**config.mk**
```make
export PLATFORM = sky130hd
export DESIGN_NAME = fifo_rd_check
export DESIGN_NICKNAME = d
export VERILOG_FILES = /design/src/rtl/fifo_test_pkg.sv /design/src/rtl/sat_counter.sv /design/src/rtl/fifo_rd_check.sv
export SDC_FILE = /design/constraint.sdc
export NUM_CORES = 1
export LEC_CHECK = 0
export CAP_MARGIN = 20
export CORE_AREA = 10 10 79 81
export CTS_CLUSTER_DIAMETER = 150
export DETAILED_ROUTE_END_ITERATION = 8
export DIE_AREA = 0 0 89 91
export MAX_ROUTING_LAYER = met4
export PLACE_DENSITY = 0.88
export SKIP_LAST_GASP = 1
export SYNTH_ARGS = -nofsm -noshare
export SYNTH_HDL_FRONTEND = slang
export SYNTH_SLANG_ARGS = --single-unit
export TNS_END_PERCENT = 10
```
**constraint.sdc**
```tcl
create_clock -name sys_clk -period 5.1 [get_ports sys_clk]
set_clock_uncertainty 0.2 [all_clocks]
set_input_delay 0.765 -clock sys_clk [delete_from_list [all_inputs] [get_ports sys_clk]]
set_output_delay 0.765 -clock sys_clk [all_outputs]
set_load 0.01 [all_outputs]
```
**src/rtl/fifo_test_pkg.sv**
```systemverilog
// Shared types and default sizing for the FIFO read-side pattern checker.
package fifo_test_pkg;

  typedef enum logic [1:0] {
    IDLE      = 2'd0,
    WAIT_FILL = 2'd1,
    READ      = 2'd2,
    DRAIN     = 2'd3
  } state_t;

  localparam int DEF_DATA_W    = 16;
  localparam int DEF_CNT_W     = 10;
  localparam int DEF_BURST_LEN = 128;

endpackage

```
**src/rtl/sat_counter.sv**
```systemverilog
// 16-bit up-counter that sticks at all-ones instead of wrapping.
module sat_counter (
  input  logic        sys_clk,
  input  logic        rst,
  input  logic        inc,
  output logic [15:0] count
);

  always_ff @(posedge sys_clk or posedge rst) begin
    if (rst) begin
      count <= 16'd0;
    end else if (inc && (count != 16'hFFFF)) begin
      count <= count + 16'd1;
    end
  end

endmodule

```
**src/rtl/fifo_rd_check.sv**
```systemverilog
// Reads bursts from a FIFO and checks the data against an incrementing pattern.
// Build option FIFO_RD_FWFT_EN: FIFO is first-word-fall-through (data valid with rd_en).
//
// state     | meaning
// ----------+-----------------------------------------------------------
// IDLE      | just out of reset, moves on after one clock
// WAIT_FILL | waiting for a full burst worth of words in the FIFO
// READ      | issuing reads, rd_en = !empty, until BURST_LEN reads issued
// DRAIN     | last read in flight; its word is checked, then burst_done
module fifo_rd_check
  import fifo_test_pkg::*;
#(
  parameter int DATA_W    = DEF_DATA_W,
  parameter int CNT_W     = DEF_CNT_W,
  parameter int BURST_LEN = DEF_BURST_LEN
) (
  input  logic              sys_clk,
  input  logic              rst,
  input  logic              empty,
  input  logic [CNT_W-1:0]  rd_data_count,
  input  logic [DATA_W-1:0] dout,
  output logic              rd_en,
  output logic              burst_done,
  output logic [15:0]       err_cnt,
  output logic              err_flag,
  output logic              pass
);

  localparam logic [CNT_W-1:0] FILL_LVL = CNT_W'(BURST_LEN);
  localparam logic [CNT_W-1:0] LAST_RD  = CNT_W'(BURST_LEN - 1);

  state_t            state, state_nxt;
  logic [CNT_W-1:0]  rd_cnt;
  logic [DATA_W-1:0] expected;
  logic              rd_fire;
  logic              last_rd;
  logic              word_vld;
  logic              mismatch;
  logic              done_set;

  assign rd_fire  = rd_en && !empty;
  assign last_rd  = (rd_cnt == LAST_RD);
  assign mismatch = word_vld && (dout != expected);

`ifdef FIFO_RD_FWFT_EN
  assign word_vld = rd_fire;
`else
  logic rd_en_q;

  always_ff @(posedge sys_clk or posedge rst) begin
    if (rst) begin
      rd_en_q <= 1'b0;
    end else begin
      rd_en_q <= rd_fire;
    end
  end

  assign word_vld = rd_en_q;
`endif

  always_comb begin
    state_nxt = state;
    rd_en     = 1'b0;
    done_set  = 1'b0;
    case (state)
      IDLE: begin
        state_nxt = WAIT_FILL;
      end
      WAIT_FILL: begin
        if (rd_data_count >= FILL_LVL) begin
          state_nxt = READ;
        end
      end
      READ: begin
        rd_en = !empty;
        if (rd_en && last_rd) begin
`ifdef FIFO_RD_FWFT_EN
          state_nxt = WAIT_FILL;
          done_set  = 1'b1;
`else
          state_nxt = DRAIN;
`endif
        end
      end
      DRAIN: begin
        // The final read always issues the cycle before DRAIN, so its word is valid now.
        state_nxt = WAIT_FILL;
        done_set  = 1'b1;
      end
      default: begin
        state_nxt = IDLE;
      end
    endcase
  end

  always_ff @(posedge sys_clk or posedge rst) begin
    if (rst) begin
      state      <= IDLE;
      rd_cnt     <= '0;
      expected   <= '0;
      burst_done <= 1'b0;
      err_flag   <= 1'b0;
      pass       <= 1'b0;
    end else begin
      state      <= state_nxt;
      burst_done <= done_set;
      if (state != READ) begin
        rd_cnt <= '0;
      end else if (rd_fire) begin
        rd_cnt <= rd_cnt + CNT_W'(1);
      end
      // Expected free-runs so one bad word does not cascade into later errors.
      if (word_vld) begin
        expected <= expected + DATA_W'(1);
      end
      if (mismatch) begin
        err_flag <= 1'b1;
      end
      if (mismatch) begin
        pass <= 1'b0;
      end else if (burst_done) begin
        pass <= (err_cnt == 16'd0);
      end
    end
  end

  sat_counter u_err_cnt (
    .sys_clk (sys_clk),
    .rst     (rst),
    .inc     (mismatch),
    .count   (err_cnt)
  );

endmodule

```
==> results of run 1 <==
state kept, by name (all words and copies together) (netlist names):
register	count
err_flag	1
expected	16
burst_done	1
rd_en_q	1
u_err_cnt.count	16
state	2
pass	1
rd_cnt	10
worst paths after layout:
| kind | from | depth (start not counted) | endpoint |
|---|---|---|---|
| hold / removal | err_flag | 1 | err_flag |
| min in group asynchronous | rst | 2 | rd_cnt[9] |
| setup reg to reg | expected[15] | 5 | u_err_cnt.count[1] |
| setup / recovery | empty | 3 | rd_en |
| hold reg to reg | err_flag | 1 | err_flag |
| max in group asynchronous | rst | 3 | expected[3] |
synth_stat cells, types with 2 or more instances:
library cell,count
nor3_1,5
mux2_2,3
mux2i_1,3
and3_1,6
nand2_1,14
o41ai_1,2
nor2_1,8
nand4_1,12
nor4b_1,5
and2_1,9
nor4_1,6
xnor2_1,36
dfrtp_1,48
nand3_1,16
nor2b_1,3
xor2_1,16
ha_1,7
nand2b_1,3
inv_1,8
metal layers:
metal | share of wire, % | track usage (%) | up-vias
met5 | 0 | - | -
met4 | 1.3 | 4.38 | 0
met3 | 5.0 | 2.41 | 7
met2 | 50 | 20.7 | 36
met1 | 44 | 15.9 | 888
li1 | - | - | 874
area by class of cell:
| type | count | area (sq um) |
|---|---|---|
| fill | 349 | 1580 |
| multi-input combinational | 167 | 1220 |
| sequential | 48 | 1200 |
| timing repair buffer | 42 | 430 |
| clock buffer | 7 | 96.3 |
| tap | 54 | 67.6 |
| clock inverter | 1 | 30.0 |
| inverter | 8 | 30.0 |
placed cells by master (no fill, tap or decap), drive strengths merged, types with 2 or more instances in the layout:
cell	n
nor2	8
and2	9
nor4	7
nor2b	3
inv	8
dfrtp	48
nand3	16
clkdlybuf4s50	41
nor4b	5
mux2i	3
xnor2	36
clkbuf	7
xor2	16
mux2	4
ha	7
o41ai	2
nand2b	3
nand4	13
and3	6
or2	3
nand2	15
nor3	5
where the power goes:
part / switching, mW / total (mW) / internal (mW)
Combinational: 0.124 / 0.290 / 0.166
Sequential: 0.0886 / 0.527 / 0.439
Clock: 0.122 / 0.295 / 0.173
through the flow:
stage,utilization (%),setup WS [ns],cell area [sq um]
after floorplan,-,2.83,2480
after global placement,63.0,1.91,2930
after detailed placement,63.0,1.87,2930
after CTS,65.7,2.04,3060
after global routing,66.1,1.96,3080
final,66.1,2.05,3080
kinds of logic (layout without fill, tap and decap cells):
logic type	count (synthesis)	in the layout	share of synthesized area, %
flops	48	48	48.5
xor+xnor	52	52	18.4
simple gates	96	96	22.9
mux	7	7	3.18
compound gates	5	5	1.41
fa+ha+maj	7	7	3.54
buf+inv	11	58	2.02
critical path: stages:
cell and delay [ns]:
clkdlybuf4s50_1 0.50, nor2b_1 0.24, clkdlybuf4s50_1 0.58
==> key figures, run 1 <==
Setup path
  – WP data arrival: roughly 2.1 ns
  – Critical Path RT: around 4.1 ns
  – Critical path class: in2out
  – Critical Path End Type: output pin
  – Max FO, Critical Path: 5
  – R2R Setup Slk: 2.58 ns
  – Crit start category: input pin

Timing
  – Slew @ Worst Pin: just over 0.8 ns
  – Final Setup Violations: 0
  – Final hold vios: 0
  – Hold Worst Slack: between 0.2 and 0.3 ns
  – Final period utilization: between 50% and 60%
  – Slew Viols, Final: 0
  – FMAX: roughly 330 MHz
  – Final setup TNS: 0 ns
  – Worst slew margin: 44.2%
  – RSZ-0062 raised after global routing: false
  – Fin crit period: roughly 3.1 ns

Synth
  – Dominant cells by area after synthesis: dfrtp_1 49%, xnor2_1 13%, xor2_1 5.7%
  – Synthesized area: ~2500 sq um
  – Asr flop ratio synth: between 90% and 100%
  – Cells after Synth: around 230
  – Synth area leader: dfrtp_1
  – Sequential area share after synthesis: between 40% and 50%
  – Mean area per synthesized cell: 11.0 sq um
  – Flops & latches, synth: 48
  – Synth warn: 0
  – Share of the synthesized area in the top cell type: about half
  – EDFF count, synth: 0
  – Yosys cell types: 35
  – Post-synth top flop: dfrtp_1
  – Syn Nets: around 260

Routing
  – Detailed-route DRC error count: 0
  – Routed len/inst: around 15 um
  – ANT nets after route: 0
  – Total Wirelength: 4910 um
  – Vias/cell: roughly 5.5
  – DR pass1 iterations: 4
  – DR vias: 1805
  – Initial DRC Count: 86

Clocking
  – Num CTS Buffers: 5
  – Clock buffer depth: 2
  – Later-pin clock latency in the skew report: 0.30 ns
  – Post-CTS Resized: 0
  – Post-CTS setup repair buffer count: 0
  – Root Buffer: clkbuf_8
  – CTS tree: yes
  – Worst-path clk slew: 0.08 ns
  – CTS sink count: 48
  – Hold_buf cts: 0
  – H-tree Lvls: 2

Cells and area
  – Finished Layout Cells: 327
  – Area Overhead vs Synth: 24.4%
  – Layout cells sized above 1: under 10%
  – Antenna diode count: 0
  – Fin nets: 308

Placed design
  – Final GP Congestion: 0.787
  – Detailed placement HPWL: between 3000 and 4000 um
  – Port Buffers: roughly 40
  – Dpl cells: around 320

Die
  – Core Rows: 25
  – Die area: approximately 8100 sq um
  – Die height: 91 um
  – Die X: 89 um
  – Core area: roughly 4700 sq um
  – I/O Pins: a little under 50
  – Starting Density: between 50% and 60%

Global route
  – Largest net degree at the start of global routing: 49
  – All-Layer GR Usage: 12.9%
  – Vias in the first global route: about 1800
  – First-pass GRT wire length: 8470 um
  – Initial antenna violation count: 0
  – Overflow after GRT: 0

Min path
  – Worst min path class: reg2reg

Outcome
  – Outcome: finished, final reports clean

Power
  – Pleak: 1.26 nW
  – Pwr Total: about 1.1 mW
  – Worst vdd rail ir drop: 0.214 mV
  – Power Density: 361 nW/um^2

Flow run
  – Max-cap viol count: 0
Power figures use the tool's default switching activity.
==> run 2: changes to the inputs <==
--- a/config.mk
+++ b/config.mk
@@ -6,12 +6,12 @@
 export NUM_CORES = 1
 export LEC_CHECK = 0
 export CAP_MARGIN = 20
-export CORE_AREA = 10 10 79 81
+export CORE_AREA = 10 10 85 87
 export CTS_CLUSTER_DIAMETER = 150
 export DETAILED_ROUTE_END_ITERATION = 8
-export DIE_AREA = 0 0 89 91
+export DIE_AREA = 0 0 95 97
 export MAX_ROUTING_LAYER = met4
-export PLACE_DENSITY = 0.88
+export PLACE_DENSITY = 0.8
 export SKIP_LAST_GASP = 1
 export SYNTH_ARGS = -nofsm -noshare
 export SYNTH_HDL_FRONTEND = slang
==> constraint.sdc (replaced) <==
create_clock -name sys_clk -period 2.6 [get_ports sys_clk]
set_clock_uncertainty 0.2 [all_clocks]
set_input_delay 0.39 -clock sys_clk [delete_from_list [all_inputs] [get_ports sys_clk]]
set_output_delay 0.39 -clock sys_clk [all_outputs]
set_load 0.01 [all_outputs]
==> key figures, run 2 (same netlist as run 1, synthesis figures left out) <==
Routing
  – Initial DRC Count: 120 (+40%)
  – Total Wirelength: 5000 um (+1.9%)
  – Detailed-route DRC error count: 0 (unchanged)
  – DR vias: 1798 (-0.39%)
  – Routed len/inst: 14.3 um (-4.8%)
  – DR pass1 iterations: 5 (+1)
  – Top sig layer: met4
  – M1 WL: 2110 um (-2.2%)
  – Routed wl met3: 309 um (+26%)
  – ANT nets after route: 0 (unchanged)
  – WL met2: 2540 um (+4.0%)
  – Vias/cell: 5.14 (-6.9%)

Clocking
  – Later-pin clock latency in the skew report: 0.31 ns (about the same)
  – Post-CTS Resized: 0 (unchanged)
  – Post-CTS setup repair buffer count: 0 (unchanged)
  – Clock buffer depth: 2 (unchanged)
  – Worst-path clk slew: 0.09 ns (about the same)
  – Num CTS Buffers: 5 (unchanged)
  – H-tree Lvls: 2 (unchanged)
  – Root Buffer: clkbuf_8
  – Hold_buf cts: 0 (unchanged)
  – CTS tree: yes
  – CTS sink count: 48 (unchanged)

Cells and area
  – Commonest non-fill, non-tap cell in the layout: dfrtp_1
  – Finished Layout Cells: 350 (+7.0%)
  – Most frequent cells in the layout: 48 x dfrtp_1, 41 x clkdlybuf4s50_1, 36 x xnor2_1
  – Antenna diode count: 0 (unchanged)
  – Largest registers: expected: 16 flops, u_err_cnt.count: 16 flops, rd_cnt: 10 flops
  – Filler cells: 481 (+38%)
  – Final instance area: 3120 sq um (+1.2%)
  – Layout cells sized above 1: 8.99% (+1.7 points)
  – Fin nets: 313 (+1.6%)
  – Area Overhead vs Synth: 25.9%

Setup path
  – CP max stage cell: clkdlybuf4s50_1
  – Crit start category: register
  – Critical Path End Type: output pin
  – Critical Path Max Stage Delay: 0.58 ns (about the same)
  – Critical path class: reg2out
  – Max FO, Critical Path: 3 (-2)
  – WP data arrival: 1.74 ns (-0.35 ns)
  – Critical Path RT: 2.01 ns (-2.13 ns)
  – Cell Chain, Critical Path: inv_1 -> ha_1 -> nor2b_1 -> clkdlybuf4s50_1

Global route
  – Vias in the first global route: 1810 (-1.7%)
  – All-Layer GR Usage: 11.4% (-1.5 points)
  – Largest net degree at the start of global routing: 22 (-55%)
  – Overflow after GRT: 0 (unchanged)
  – First-pass GRT wire length: 8350 um (-1.4%)
  – Initial antenna violation count: 0 (unchanged)

Timing
  – Slew @ Worst Pin: 0.614 ns (-0.218 ns)
  – Worst slew margin: 58.6% (+14 points)
  – Hold Worst Slack: 0.0944 ns (-0.189 ns)
  – Fin crit period: 2.33 ns
  – Final period utilization: roughly 90%
  – RSZ-0062 raised after global routing: false
  – Final Setup Violations: 0 (unchanged)
  – Final hold vios: 0 (unchanged)
  – FMAX: 429 MHz
  – Slew Viols, Final: 0 (unchanged)
  – Final setup TNS: 0 ns (unchanged)

Power
  – Switching Share: 31.1% (+0.99 points)
  – Pleak: 1.27 nW (+0.96%)
  – Clock power share: 25.6% (-0.9 points)
  – Pwr Total: 2.15 mW (+93%)
  – Sequential Power Share: 47.9% (+0.5 points)
  – Power Density: 689 nW/um^2 (+91%)
  – Combinational Power Share: 26.5% (+0.4 points)
  – Worst vdd rail ir drop: 0.423 mV (+97%)
  – Pint: 1.48 mW (+90%)
  – Switching power: 0.667 mW (+99%)

Placed design
  – Final GP Congestion: 0.846 (+7.5%)
  – Detailed placement HPWL: 3920 um (+5.9%)
  – Dpl cells: 342 (+7.5%)
  – Placed Area: 3000 sq um (+2.3%)
  – Port Buffers: 41 (unchanged)

Die
  – Starting Density: 45.2% (-7.9 points)
  – Core Rows: 27 (+8.0%)
  – Die area: 9220 sq um (+14%)
  – Core area: 5470 sq um (+17%)
  – Die height: 97 um (+6.6%)
  – I/O Pins: 49 (unchanged)
  – Die X: 95 um (+6.7%)

Outcome
  – Outcome: finished, final reports clean

Min path
  – Worst min path class: in2async

Flow run
  – Max-cap viol count: 0 (unchanged)
[run 2: cell types whose count changed in the layout (fill, tap and decap cells not counted)]
cell	before	now
buf_4	0	6
clkbuf_8	7	5
buf_12	1	0
clkinvlp_4	0	1
inv_6	0	1
[run 2: per-stage QoR]
step	util, %	setup slack, ns
3_3_place_gp	54.8	0.148
4_1_cts	57.0	0.242
5_1_grt	57.0	0.155
6_report	57.0	0.270
2_1_floorplan	-	0.456
3_5_place_dp	54.8	0.0890
[run 2: cell type report]
type	instances	area [sq um]	area share [%]
well taps	72	90.1	2.89
multi-input cells	167	1220	39.3
clock buffers	5	68.8	2.21
flip-flops and latches	48	1200	38.5
repair buffers	47	455	14.6
inverters	8	30.0	0.963
clock inverters	3	46.3	1.49
[run 2: worst paths after layout]
path	to	slack, ns	startpoint	cells past startpoint
setup / recovery	rd_en	0.27	state[0]	4
hold / removal	rd_cnt[2]	0.09	rst	2
setup reg to reg	u_err_cnt.count[1]	0.36	u_err_cnt.count[0]	6
hold reg to reg	err_flag	0.28	err_flag	1
max in group asynchronous	u_err_cnt.count[11]	1.60	rst	3
min in group sys_clk	err_flag	0.28	err_flag	1
[run 2: metal layers]
metal,up-vias,global-route usage (%)
met1,878,12.8
li1,879,-
met5,-,-
met3,4,3.70
met4,0,3.89
met2,37,18.5
[run 2: power by group through the flow]
stage	combinational (mW)	clock, mW	sequential (mW)
floorplan	0.324	0	1.03
global route	0.636	0.600	1.05
global placement	0.563	0	1.04
detailed placement	0.581	0	1.04
finish	0.569	0.549	1.03
CTS	0.584	0.561	1.03
[run 2: critical path: cells and delay by family (launching register included)]
kind / cells / cell delay, ns
flops: 1 / 0.41
buf+inv: 2 / 0.66
simple gates: 1 / 0.20
fa+ha+maj: 1 / 0.16
==> run 3: changes to the inputs <==
--- a/config.mk
+++ b/config.mk
@@ -5,13 +5,16 @@
 export SDC_FILE = /design/constraint.sdc
 export NUM_CORES = 1
 export LEC_CHECK = 0
+export ABC_AREA = 1
 export CAP_MARGIN = 20
-export CORE_AREA = 10 10 85 87
+export CELL_PAD_IN_SITES_DETAIL_PLACEMENT = 2
+export CELL_PAD_IN_SITES_GLOBAL_PLACEMENT = 2
+export CORE_AREA = 10 10 115 117
 export CTS_CLUSTER_DIAMETER = 150
 export DETAILED_ROUTE_END_ITERATION = 8
-export DIE_AREA = 0 0 95 97
+export DIE_AREA = 0 0 125 127
 export MAX_ROUTING_LAYER = met4
-export PLACE_DENSITY = 0.8
+export PLACE_DENSITY = 0.82
 export SKIP_LAST_GASP = 1
 export SYNTH_ARGS = -nofsm -noshare
 export SYNTH_HDL_FRONTEND = slang
==> key figures, run 3 <==
Timing
  – Final Setup Violations: 0 (unchanged)
  – Slew @ Worst Pin: 0.640 ns (+0.0262 ns)
  – Fin crit period: 2.39 ns (+0.0557 ns)
  – Final setup TNS: 0 ns (unchanged)
  – Worst slew margin: 57.4% (-1.2 points)
  – FMAX: 419 MHz (-2.3%)
  – Final hold vios: 0 (unchanged)
  – Final period utilization: 91.7% (+2.1 points)
  – RSZ-0062 raised after global routing: false
  – Slew Viols, Final: 0 (unchanged)

Clocking
  – Num CTS Buffers: 5 (unchanged)
  – Post-CTS Resized: 0 (unchanged)
  – H-tree Lvls: 2 (unchanged)
  – Root Buffer: clkbuf_16
  – Worst-path clk slew: 0.07 ns (-0.02 ns)
  – Post-CTS setup repair buffer count: 0 (unchanged)
  – Later-pin clock latency in the skew report: 0.29 ns (-0.02 ns)
  – CTS tree: yes
  – Clock buffer depth: 2 (unchanged)
  – CTS sink count: 48 (unchanged)
  – Hold_buf cts: 0 (unchanged)

Global route
  – Overflow after GRT: 0 (unchanged)
  – Initial antenna violation count: 0 (unchanged)
  – Largest net degree at the start of global routing: 49 (+120%)
  – First-pass GRT wire length: 15200 um (+82%)
  – All-Layer GR Usage: 11.6% (+0.18 points)
  – Vias in the first global route: 3057 (+69%)

Synth
  – Asr flop ratio synth: 100% (unchanged)
  – Synth warn: 0 (unchanged)
  – EDFF count, synth: 0 (unchanged)
  – Share of the synthesized area in the top cell type: 41.3% (-7.3 points)
  – Synth area leader: dfrtp_1
  – Post-synth top flop: dfrtp_1
  – Count leader, synth: nand2_1
  – Sequential area share after synthesis: 41.3% (-7.3 points)
  – Yosys cell types: 26 (-26%)
  – Cells after Synth: 400 (+77%)
  – Dominant cells by area after synthesis: dfrtp_1 41%, nand2_1 17%, inv_1 7.0%
  – Mean area per synthesized cell: 7.28 sq um (-34%)
  – Synth top cells by count: 133 x nand2_1, 54 x inv_1, 48 x dfrtp_1, 38 x nor2_1, 29 x nand4_1
  – Flops & latches, synth: 48 (unchanged)
  – Synthesized area: 2910 sq um (+18%)
  – Syn Nets: 436 (+66%)

Cells and area
  – Most frequent cells in the layout: 133 x nand2_1, 53 x inv_1, 48 x dfrtp_1
  – Commonest non-fill, non-tap cell in the layout: nand2_1
  – Finished Layout Cells: 589 (+68%)
  – Largest registers: expected: 16 flops, u_err_cnt.count: 16 flops, rd_cnt: 10 flops
  – Fin nets: 481 (+54%)
  – Area Overhead vs Synth: 25.0%
  – Util after Layout: 32.7% (-24 points)
  – Antenna diode count: 0 (unchanged)
  – Layout cells sized above 1: 6.73% (-2.3 points)

Placed design
  – Detailed placement HPWL: 6790 um (+73%)
  – Final GP Congestion: 0.804 (-4.9%)
  – Port Buffers: 41 (unchanged)
  – Dpl cells: 581 (+70%)

Routing
  – Initial DRC Count: 74 (-38%)
  – Total Wirelength: 8700 um (+74%)
  – Vias/cell: 4.70 (-8.6%)
  – ANT nets after route: 0 (unchanged)
  – DR pass1 iterations: 4 (-1)
  – DR vias: 2766 (+54%)
  – Detailed-route DRC error count: 0 (unchanged)
  – Routed len/inst: 14.8 um (+3.4%)

Min path
  – Hold path depth: 1
  – Worst min path class: reg2reg

Setup path
  – Critical Path End Type: output pin
  – Critical Path RT: 2.01 ns (about the same)
  – WP data arrival: 1.80 ns (+0.06 ns)
  – Reg2reg path depth: 7 (+1)
  – Critical Path Max Stage Delay: 0.57 ns (about the same)
  – Max FO, Critical Path: 5 (+2)
  – Critical path class: reg2out
  – Most used cell, CP: inv_1
  – CP max stage cell: clkdlybuf4s50_1
  – Cell Chain, Critical Path: inv_1 -> ha_1 -> inv_1 -> nor2_2 -> clkdlybuf4s50_1
  – Crit start category: register

Power
  – Pleak: 1.74 nW (+37%)
  – Power Density: 607 nW/um^2 (-12%)
  – Worst vdd rail ir drop: 0.325 mV (-23%)

Die
  – Core Rows: 39 (+44%)
  – Die X: 125 um (+32%)
  – I/O Pins: 49 (unchanged)
  – Starting Density: 26.2% (-19 points)
  – Die area: 15900 sq um (+72%)
  – Core area: 11100 sq um (+100%)
  – Die height: 127 um (+31%)

Flow run
  – Max-cap viol count: 0 (unchanged)

Outcome
  – Outcome: finished, final reports clean
==> run 3: cell count changes after synthesis, sizes merged, moves of 9 or more <==
| cell | change |
|---|---|
| nor2 | +35 |
| xnor2 | -32 |
| inv | +53 |
| and2 | -9 |
| nand4 | +17 |
| nand2 | +119 |
==> run 3: power by group <==
group | switching [mW] | internal, mW
sequential | 0.134 | 0.843
clock | 0.296 | 0.359
combinational | 0.324 | 0.254
==> run 3: final cells by class <==
type	count	area, sq um
clock inverters	3	21.3
flip-flops and latches	48	1200
multi-input cells	285	1450
repair buffers	44	433
fillers	1301	7490
clock buffers	5	125
well taps	143	179
inverters	61	229
==> run 3: logic make-up after synthesis <==
group	count (synthesis)	share of synthesized area, %
AND/OR/NAND/NOR	236	36.4
buffers and inverters	67	9.02
flip-flops	48	41.3
XOR/XNOR	22	6.62
AO/OA/AOI/OAI	20	3.65
adder cells (fa/ha/maj)	7	3.01
==> run 3: critical path: cells and delay by family, from the launching register on <==
family                     cells  cell delay [ns]
buffers and inverters          3             0.76
DFF                            1             0.42
adders and majority gates      1             0.17
and+or+nand+nor                1             0.17
==> run 3: worst paths after layout <==
path	startpoint	endpoint	slack (ns)
setup / recovery	state[0]	rd_en	0.21
hold / removal	rd_cnt[0]	rd_cnt[0]	0.32
setup reg to reg	u_err_cnt.count[0]	u_err_cnt.count[9]	0.41
hold reg to reg	rd_cnt[0]	rd_cnt[0]	0.32
max in group asynchronous	rst	u_err_cnt.count[15]	1.38
min in group asynchronous	rst	rd_cnt[2]	0.39
==> run 3: per-layer routing <==
layer  GRT usage [%]  part of all wire, %  vias up
li1                -                    -     1356
met1            13.6                   44     1379
met2            20.4                   53       26
met3            1.86                  2.1        5
met4            2.64                 0.78        0
met5               -                    0        -
==> run 3: per-stage QoR <==
stage	worst slack, ns	area, sq um	total power [mW]	hold WS (ns)
floorplan	0.832	2910	1.29	0.268
global placement	0.317	3490	1.53	0.287
detailed placement	0.258	3490	1.58	0.303
CTS	0.0892	3640	2.25	0.321
global route	0.0858	3640	2.39	0.351
finish	0.215	3640	2.21	0.316
